===== src/rtl/bcd_pkg.sv =====
// Shared constants for the BCD display path: segment patterns {g,f,e,d,c,b,a}, BCD limit, digit enables.
package bcd_pkg;

    localparam logic [6:0] SEG_0     = 7'b0111111;
    localparam logic [6:0] SEG_1     = 7'b0000110;
    localparam logic [6:0] SEG_2     = 7'b1011011;
    localparam logic [6:0] SEG_3     = 7'b1001111;
    localparam logic [6:0] SEG_4     = 7'b1100110;
    localparam logic [6:0] SEG_5     = 7'b1101101;
    localparam logic [6:0] SEG_6     = 7'b1111101;
    localparam logic [6:0] SEG_7     = 7'b0000111;
    localparam logic [6:0] SEG_8     = 7'b1111111;
    localparam logic [6:0] SEG_9     = 7'b1101111;
    localparam logic [6:0] SEG_BLANK = 7'b0000000;

    localparam logic [3:0] BCD_MAX  = 4'd9;

    localparam logic [1:0] AN_UNITS = 2'b01;
    localparam logic [1:0] AN_TENS  = 2'b10;

endpackage


===== src/rtl/bcd_to_seg7.sv =====
// Combinational BCD to 7-segment decoder, zero latency, no flow control.
// Codes 10-15 decode to an all-off pattern.
module bcd_to_seg7
    import bcd_pkg::*;
(
    input  logic [3:0] bcd,
    output logic [6:0] seg
);

    always_comb begin
        seg = SEG_BLANK;
        case (bcd)
            4'd0:    seg = SEG_0;
            4'd1:    seg = SEG_1;
            4'd2:    seg = SEG_2;
            4'd3:    seg = SEG_3;
            4'd4:    seg = SEG_4;
            4'd5:    seg = SEG_5;
            4'd6:    seg = SEG_6;
            4'd7:    seg = SEG_7;
            4'd8:    seg = SEG_8;
            4'd9:    seg = SEG_9;
            default: seg = SEG_BLANK;
        endcase
    end

endmodule


===== src/rtl/bcd_display_scanner.sv =====
// Two-digit decade cascade with multiplexed 7-segment output; Seg lags the digit registers by one Clk, no backpressure.
// Optional LEADING_ZERO_BLANK_EN blanks a zero tens digit while its enable is active.
module bcd_display_scanner
    import bcd_pkg::*;
#(
    parameter int SCAN_DIV = 4
) (
    input  logic       Clk,
    input  logic       Rst,
    input  logic       Q8,
    input  logic       Q4,
    input  logic       Q2,
    input  logic       Q1,
    output logic [6:0] Seg,
    output logic [1:0] An,
    output logic [3:0] Tens,
    output logic       Err
);

    localparam int CNT_W = (SCAN_DIV > 1) ? $clog2(SCAN_DIV) : 1;
    localparam logic [CNT_W-1:0] CNT_LAST = CNT_W'(SCAN_DIV - 1);

    logic [3:0]       din;
    logic             legal;
    logic [3:0]       units_r;
    logic [3:0]       prev_r;
    logic             wrap;
    logic [CNT_W-1:0] scan_cnt;
    logic             sel;
    logic             sel_n;
    logic [3:0]       disp_digit;
    logic [6:0]       seg_dec;
    logic [6:0]       seg_nxt;

    assign din   = {Q8, Q4, Q2, Q1};
    assign legal = (din <= BCD_MAX);
    // An illegal sample leaves units_r at 9, so a 9,bad,0 run still counts as a wrap.
    assign wrap  = (prev_r == BCD_MAX) && (units_r == 4'd0);

    assign sel_n      = (scan_cnt == CNT_LAST) ? ~sel : sel;
    assign disp_digit = sel_n ? Tens : units_r;

    bcd_to_seg7 u_dec (
        .bcd (disp_digit),
        .seg (seg_dec)
    );

`ifdef LEADING_ZERO_BLANK_EN
    assign seg_nxt = (sel_n && (Tens == 4'd0)) ? SEG_BLANK : seg_dec;
`else
    assign seg_nxt = seg_dec;
`endif

    always_ff @(posedge Clk) begin
        if (Rst) begin
            units_r  <= 4'd0;
            prev_r   <= 4'd0;
            Tens     <= 4'd0;
            Err      <= 1'b0;
            scan_cnt <= '0;
            sel      <= 1'b0;
            An       <= AN_UNITS;
            Seg      <= SEG_0;
        end else begin
            if (legal) begin
                units_r <= din;
            end else begin
                Err <= 1'b1;
            end
            prev_r <= units_r;

            if (wrap) begin
                Tens <= (Tens == BCD_MAX) ? 4'd0 : Tens + 4'd1;
            end

            scan_cnt <= (scan_cnt == CNT_LAST) ? '0 : scan_cnt + CNT_W'(1);
            // Enable and segments move together so a digit never shows the other's pattern.
            sel <= sel_n;
            An  <= sel_n ? AN_TENS : AN_UNITS;
            Seg <= seg_nxt;
        end
    end

endmodule


===== config.mk =====
export PLATFORM = sky130hd
export DESIGN_NAME = bcd_display_scanner
export DESIGN_NICKNAME = d
export VERILOG_FILES = /design/src/rtl/bcd_pkg.sv /design/src/rtl/bcd_to_seg7.sv /design/src/rtl/bcd_display_scanner.sv
export SDC_FILE = /design/constraint.sdc
export NUM_CORES = 1
export LEC_CHECK = 0
export CAP_MARGIN = 30
export CELL_PAD_IN_SITES_DETAIL_PLACEMENT = 2
export CELL_PAD_IN_SITES_GLOBAL_PLACEMENT = 2
export CORE_MARGIN = 1.5
export CORE_UTILIZATION = 35
export CTS_BUF_LIST = sky130_fd_sc_hd__clkbuf_8
export CTS_CLUSTER_SIZE = 10
export DETAILED_ROUTE_END_ITERATION = 10
export DONT_BUFFER_PORTS = 1
export PLACE_DENSITY_LB_ADDON = 0.08
export SLEW_MARGIN = 25
export SYNTH_ARGS = -nofsm -noshare
export SYNTH_HDL_FRONTEND = slang
export SYNTH_SLANG_ARGS = --single-unit

===== constraint.sdc =====
create_clock -name Clk -period 2.25 [get_ports Clk]
set_input_delay 0.3375 -clock Clk [delete_from_list [all_inputs] [get_ports Clk]]
set_output_delay 0.3375 -clock Clk [all_outputs]
set_load 0.005 [all_outputs]

==> run summary, run 1 <==
Status: complete, but fails checks
Failing checks: design-rule violations
Critical-path maximum fanout: 8
Mapped Cells: 112
Tot GR Track Use: 15.9%
Clock Pin Slew Worst Setup and Hold Paths: 0.09 ns
Routed WL: 2320 µm
CP Data Required Time: 2.40 ns
Die ar.: 3320 µm²
Clock root buffer: clkbuf_8
RSZ-0062 raised after global routing: no
Max Root-Sink Buffers: 2
Buffers & Inverters on Critical Path: 1
Yosys reg bits: 24
Core area: 2810 µm²
Origin of the worst setup path: scan_cnt[0]$_SDFF_PP0_
Worst hold slack: 0.133 ns
Critical path class: flip-flop to flip-flop
Most common cell after layout, fill and taps aside: dfxtp_1
Met2 Usage GRT: 24.8%
Tcrit/Tclk final: 90.4%
Setup TNS: 0 ns
Initial drt markers: 28
Clock Skews: 0.00311 ns
Sequential element share of the synthesized area: 46.0%
HPWL after DPL: 1690 µm
Setup WS post-layout: 0.215 ns
Met1 Use GR: 22.8%
PortBufs: 0
TritonCTS buffer count: 3
Post-route ant nets: 0
# fillers: 312
Final #Nets: 123
Final Max Tran Viols: 0
Multi-input logic area: 519 µm²
CP Launch Type: flip-flop
Initial antenna violation count: 0
Total number of vias: 783
Worst-Margin Slew: 0.507 ns
Drt wl/cell: 16.1 µm
Final setup fails: 0
Syn Nets: 121
# Post-CTS Setup Buffers: 0
Ys async rst share: 0%
Cell family with most CP delay: multiplexers
CTS tree: yes
Max Cap Viol: 0
R2r startpoint: scan_cnt[0]$_SDFF_PP0_
Die Wd: 57.6 µm
Avg Cell Area, Syn: 9.33 µm²
Slew HR: 65.9%
Met3 GRT Util: 2.90%
Final hold violation count: 0
Primary FF master, synth: dfxtp_1
Share of cells above drive strength 1: 12.4%
Minimum clock period: 2.04 ns
Initial Util: 37.2%
Crit path capture type: flip-flop
Gpl congestion: 0.792
CP max-delay cell: mux2i_2
Sink Count: 24
Vias in the first global route: 868
Vias/cell: 5.44
FMAX: 0.491 GHz
CP cell instances: ha_1, xor2_2, buf_4, mux2i_2, a21oi_1, or3b_1
H-tree depth: 1
Grt ovf: 0
CP max stage delay: 0.35 ns
Mapped cell area: 1040 µm²
Grt peak-use layer: met2
Synth warnings: 0
Maximum VDD drop: 0.260 mV
Die Y: 57.6 µm
Post-synth EDFFs: 0
CTS Hold Bufs: 0
Largest net degree at the start of global routing: 20
Commonest cells after routing, fill and taps aside: dfxtp_1 (24), nor2_1 (12), a21oi_1 (10)
Remaining DRCs: 4
FF/Latch Area: 480 µm²
Post-cts sizing count: 0
Area Overhead vs Synth: 8.62%
Worst hold start: Rst
Pwr Density: 775 nW/µm²
Leak pwr: 0.455 nW
Worst EP arrival: 2.18 ns
# diodes: 0
Min-delay worst type: input port to flip-flop
I/O pins: 20
Pre-CTS setup slack: 0.163 ns
Row count: 19
Clock Latency Late Sink: 0.26 ns
First-pass GRT wire length: 4150 µm
Yosys cell types: 38
Overall power: 880 µW
DR pass1 iterations: 7
## flip-flops by register name (all words and copies together) (netlist names)
name / count
Seg: 7
Tens: 4
Err: 1
prev_r: 4
An: 2
scan_cnt: 2
units_r: 4
## report_power, final
part	total [mW]	switching, mW	internal [mW]	leakage (nW)
clock network	0.288	0.133	0.156	0.0288
registers	0.479	0.0245	0.455	0.197
logic	0.112	0.0561	0.0559	0.229
total	0.880	0.213	0.666	0.455
## cells by family (layout without fill, tap and decap cells)
group                      Yosys count  after routing  synth area share (%)
xor gates and xnor gates             3              3                  2.52
buffers and inverters               12             13                  5.39
muxes                                9              9                  9.46
DFF                                 24             24                  46.0
and+or+nand+nor                     39             39                  20.5
adders and majority gates            3              3                  3.59
AOI/OAI and AO/OA                   22             22                  12.6
## final timing paths
check                                               to  slack (ns)  cells after the start
worst max-delay path                 Seg[2]$_SDFF_PP1_        0.21                      6
worst min-delay path                  Err$_SDFFE_PP0N_        0.13                      1
worst min register to register  scan_cnt[0]$_SDFF_PP0_        0.43                      1
worst max register to register       Seg[2]$_SDFF_PP1_        0.21                      6
## synth_stat cells (2+ instances only)
| cell type | count | area (µm²) |
|---|---|---|
| o21ai_0 | 4 | 20.0 |
| nor2b_1 | 6 | 37.5 |
| nor3_1 | 4 | 20.0 |
| mux2i_1 | 7 | 70.1 |
| o211ai_1 | 2 | 15.0 |
| nor2_1 | 12 | 45.0 |
| xor2_1 | 2 | 17.5 |
| nand2_1 | 3 | 11.3 |
| ha_1 | 3 | 37.5 |
| clkbuf_1 | 3 | 11.3 |
| and2_2 | 2 | 15.0 |
| dfxtp_1 | 24 | 480 |
| a21oi_1 | 10 | 50.1 |
| inv_1 | 6 | 22.5 |
## layer usage
layer	up-vias	share of wire [%]
li1	382	-
met1	385	50
met2	14	47
met3	2	3.2
met4	0	0.34
met5	-	0
## worst register-to-register path: stages, from the launching register on
cell	delay (ns)
dfxtp_1	0.32
ha_1	0.25
xor2_2	0.29
buf_4	0.24
mux2i_2	0.35
a21oi_1	0.12
or3b_1	0.35
## cell type report
cell class	count	share of cell area, %
repair buffers	2	1.32
well taps	31	3.42
clock buffers	4	4.85
multi-input cells	76	45.8
inverters	7	2.32
flip-flops and latches	24	42.3
## per-stage QoR
step,instances,utilization (%),instance area (µm²)
after floorplan,112,-,1040
after global placement,140,38.1,1070
after detailed placement,140,38.1,1070
after CTS,144,40.1,1120
after global routing,144,40.5,1130
final,144,40.5,1130
Power figures use the tool's default switching activity.
==> inputs of run 2 (changes only) <==
--- a/config.mk
+++ b/config.mk
@@ -15,6 +15,7 @@
 export DETAILED_ROUTE_END_ITERATION = 10
 export DONT_BUFFER_PORTS = 1
 export PLACE_DENSITY_LB_ADDON = 0.08
+export REMOVE_ABC_BUFFERS = 1
 export SLEW_MARGIN = 25
 export SYNTH_ARGS = -nofsm -noshare
 export SYNTH_HDL_FRONTEND = slang
==> run 2 against run 1 <==
Compared with the run above:
- the flow still finishes with violations (design-rule violations)
- first-iteration DRC count decreased by 18%
- worst hold slack lost 0.0036 ns
- sequential power barely moved
- non-clock buffer count unchanged
- count of clock-buffer cells in the layout down 1
- clock skew fell by 0.0014 ns
- die area did not move
- register-to-register slack got worse by 0.02 ns
- critical path depth up 3
- largest power group unchanged
- highest routed layer unchanged
==> run summary, run 2 (same netlist as run 1, synthesis figures left out) <==
Tot GR Track Use: 16.9% (+0.97 points)
# fillers: 322 (+3.2%)
Worst hold start: Rst
Slew HR: 66.0% (+0.090 points)
Post-cts sizing count: 0 (unchanged)
Pre-CTS setup slack: 0.0352 ns (-0.128 ns)
Clock root buffer: clkbuf_8
Critical-path maximum fanout: 11 (+3)
Crit path capture type: flip-flop
Remaining DRCs: 6 (+2)
RSZ-0062 raised after global routing: no
Met3 wire length: 117 µm (+56%)
HPWL after DPL: 1720 µm (+2.0%)
Critical path class: flip-flop to flip-flop
Grt ovf: 0 (unchanged)
Worst r2r path cells: 9 (+3)
Dpl cell area: 1080 µm² (+1.2%)
Final #Nets: 123 (unchanged)
Largest register FFs: 7 (unchanged)
Post-route ant nets: 0 (unchanged)
Clock Pin Slew Worst Setup and Hold Paths: 0.08 ns (about the same)
Dpl cells: 140 (unchanged)
Die Y: 57.6 µm (unchanged)
Worst-Margin Slew: 0.506 ns (-0.00134 ns)
Share of cells above drive strength 1: 12.5% (+0.11 points)
Clock Latency Late Sink: 0.27 ns (about the same)
Commonest cells after routing, fill and taps aside: dfxtp_1 (24), nor2_1 (12), a21oi_1 (10)
CTS Hold Bufs: 0 (unchanged)
Final hold violation count: 0 (unchanged)
Biggest register: Seg
Hold depth: 1 (unchanged)
Max Root-Sink Buffers: 2 (unchanged)
Layout Utilization: 40.5% (+0.045 points)
Final Cell Area: 1140 µm² (+0.11%)
Met2 WL: 1110 µm (+2.7%)
Final Max Tran Viols: 0 (unchanged)
Setup WS post-layout: 0.195 ns (-0.0198 ns)
Tcrit/Tclk final: 91.3% (+0.88 points)
Most common cell after layout, fill and taps aside: dfxtp_1
Initial drt markers: 23 (-18%)
PortBufs: 0 (unchanged)
First-pass GRT wire length: 4190 µm (+0.84%)
Area Overhead vs Synth: 8.74%
Sink Count: 24 (unchanged)
Max layer used: met4
H-tree depth: 1 (unchanged)
Setup TNS: 0 ns (unchanged)
Worst EP arrival: 2.26 ns (+0.08 ns)
Overall power: 850 µW (-3.4%)
I/O pins: 20 (unchanged)
Clock Skews: 0.00175 ns (-0.00136 ns)
Core area: 2810 µm² (unchanged)
# diodes: 0 (unchanged)
Max Cap Viol: 0 (unchanged)
CP Data Required Time: 2.46 ns (+0.06 ns)
Gpl congestion: 0.781 (-1.4%)
Min-delay worst type: input port to flip-flop
# Post-CTS Setup Buffers: 0 (unchanged)
CP Launch Type: flip-flop
Drt wl/cell: 16.8 µm (+4.2%)
Routed WL: 2400 µm (+3.4%)
Vias/cell: 5.52 (+1.5%)
Worst hold slack: 0.129 ns (-0.00358 ns)
Failing checks: design-rule violations
Die Wd: 57.6 µm (unchanged)
TritonCTS buffer count: 3 (unchanged)
FMAX: 0.487 GHz (-0.96%)
Pwr Density: 748 nW/µm² (-3.5%)
Final std cells w/o fill: 143 (-0.69%)
R2r startpoint: scan_cnt[0]$_SDFF_PP0_
Final setup fails: 0 (unchanged)
R2R Setup Slk: 0.20 ns (-0.02 ns)
R2r endpoint: Seg[0]$_SDFF_PP1_
Metal-1 WL: 1140 µm (-1.8%)
Vias in the first global route: 851 (-2.0%)
Row count: 19 (unchanged)
Status: complete, but fails checks
Initial antenna violation count: 0 (unchanged)
Largest net degree at the start of global routing: 20 (unchanged)
Sink of the worst hold path: Seg[6]$_SDFF_PP0_
Initial Util: 37.2% (unchanged)
CTS tree: yes
Die ar.: 3320 µm² (unchanged)
Maximum VDD drop: 0.208 mV (-20%)
Minimum clock period: 2.05 ns (+0.0198 ns)
DR pass1 iterations: 7 (unchanged)
Leak pwr: 0.449 nW (-1.3%)
Total number of vias: 789 (+0.77%)
-- run 2: cell count changes in the layout (fill, tap and decap cells not counted) --
cell / previous run / this run
clkbuf_8: 4 / 3
buf_12: 0 / 1
buf_4: 2 / 1
ha_1: 3 / 2
ha_2: 0 / 1
-- run 2: per-layer routing --
metal | vias to the layer above | global-route usage, %
li1 | 383 | -
met1 | 385 | 21.7
met2 | 16 | 26.0
met3 | 5 | 5.80
met4 | 0 | 6.98
met5 | - | 0
-- run 2: layout make-up --
cell class | count | area (µm²) | area share, %
Sequential cell | 24 | 480 | 42.3
Timing Repair Buffer | 2 | 27.5 | 2.42
Tap cell | 31 | 38.8 | 3.41
Inverter | 7 | 26.3 | 2.31
Multi-Input combinational cell | 76 | 522 | 45.9
Clock buffer | 3 | 41.3 | 3.63
-- run 2: critical path: stages (launching register included) --
cell,delay (ns)
dfxtp_1,0.34
ha_2,0.23
xor2_2,0.18
buf_12,0.16
mux2i_2,0.27
inv_2,0.09
ha_1,0.23
a221oi_1,0.29
a21oi_1,0.08
o21bai_1,0.12
-- run 2: power breakdown --
part	internal [mW]	leakage (nW)	switching [mW]	total [mW]
Combinational	0.0610	0.231	0.0577	0.119
Sequential	0.455	0.197	0.0241	0.479
Clock	0.120	0.0216	0.132	0.252
Total	0.636	0.449	0.214	0.850
-- run 2: worst max-delay path by stage --
stage | to | from | slack [ns] | depth (start not counted)
floorplan | Seg[0]$_SDFF_PP1_ | scan_cnt[0]$_SDFF_PP0_ | -0.04 | 8
global placement | Seg[0]$_SDFF_PP1_ | scan_cnt[0]$_SDFF_PP0_ | 0.14 | 9
detailed placement | Seg[0]$_SDFF_PP1_ | scan_cnt[0]$_SDFF_PP0_ | 0.04 | 9
CTS | Seg[0]$_SDFF_PP1_ | scan_cnt[0]$_SDFF_PP0_ | 0.02 | 9
global route | Seg[0]$_SDFF_PP1_ | scan_cnt[0]$_SDFF_PP0_ | 0.02 | 9
finish | Seg[0]$_SDFF_PP1_ | scan_cnt[0]$_SDFF_PP0_ | 0.20 | 9
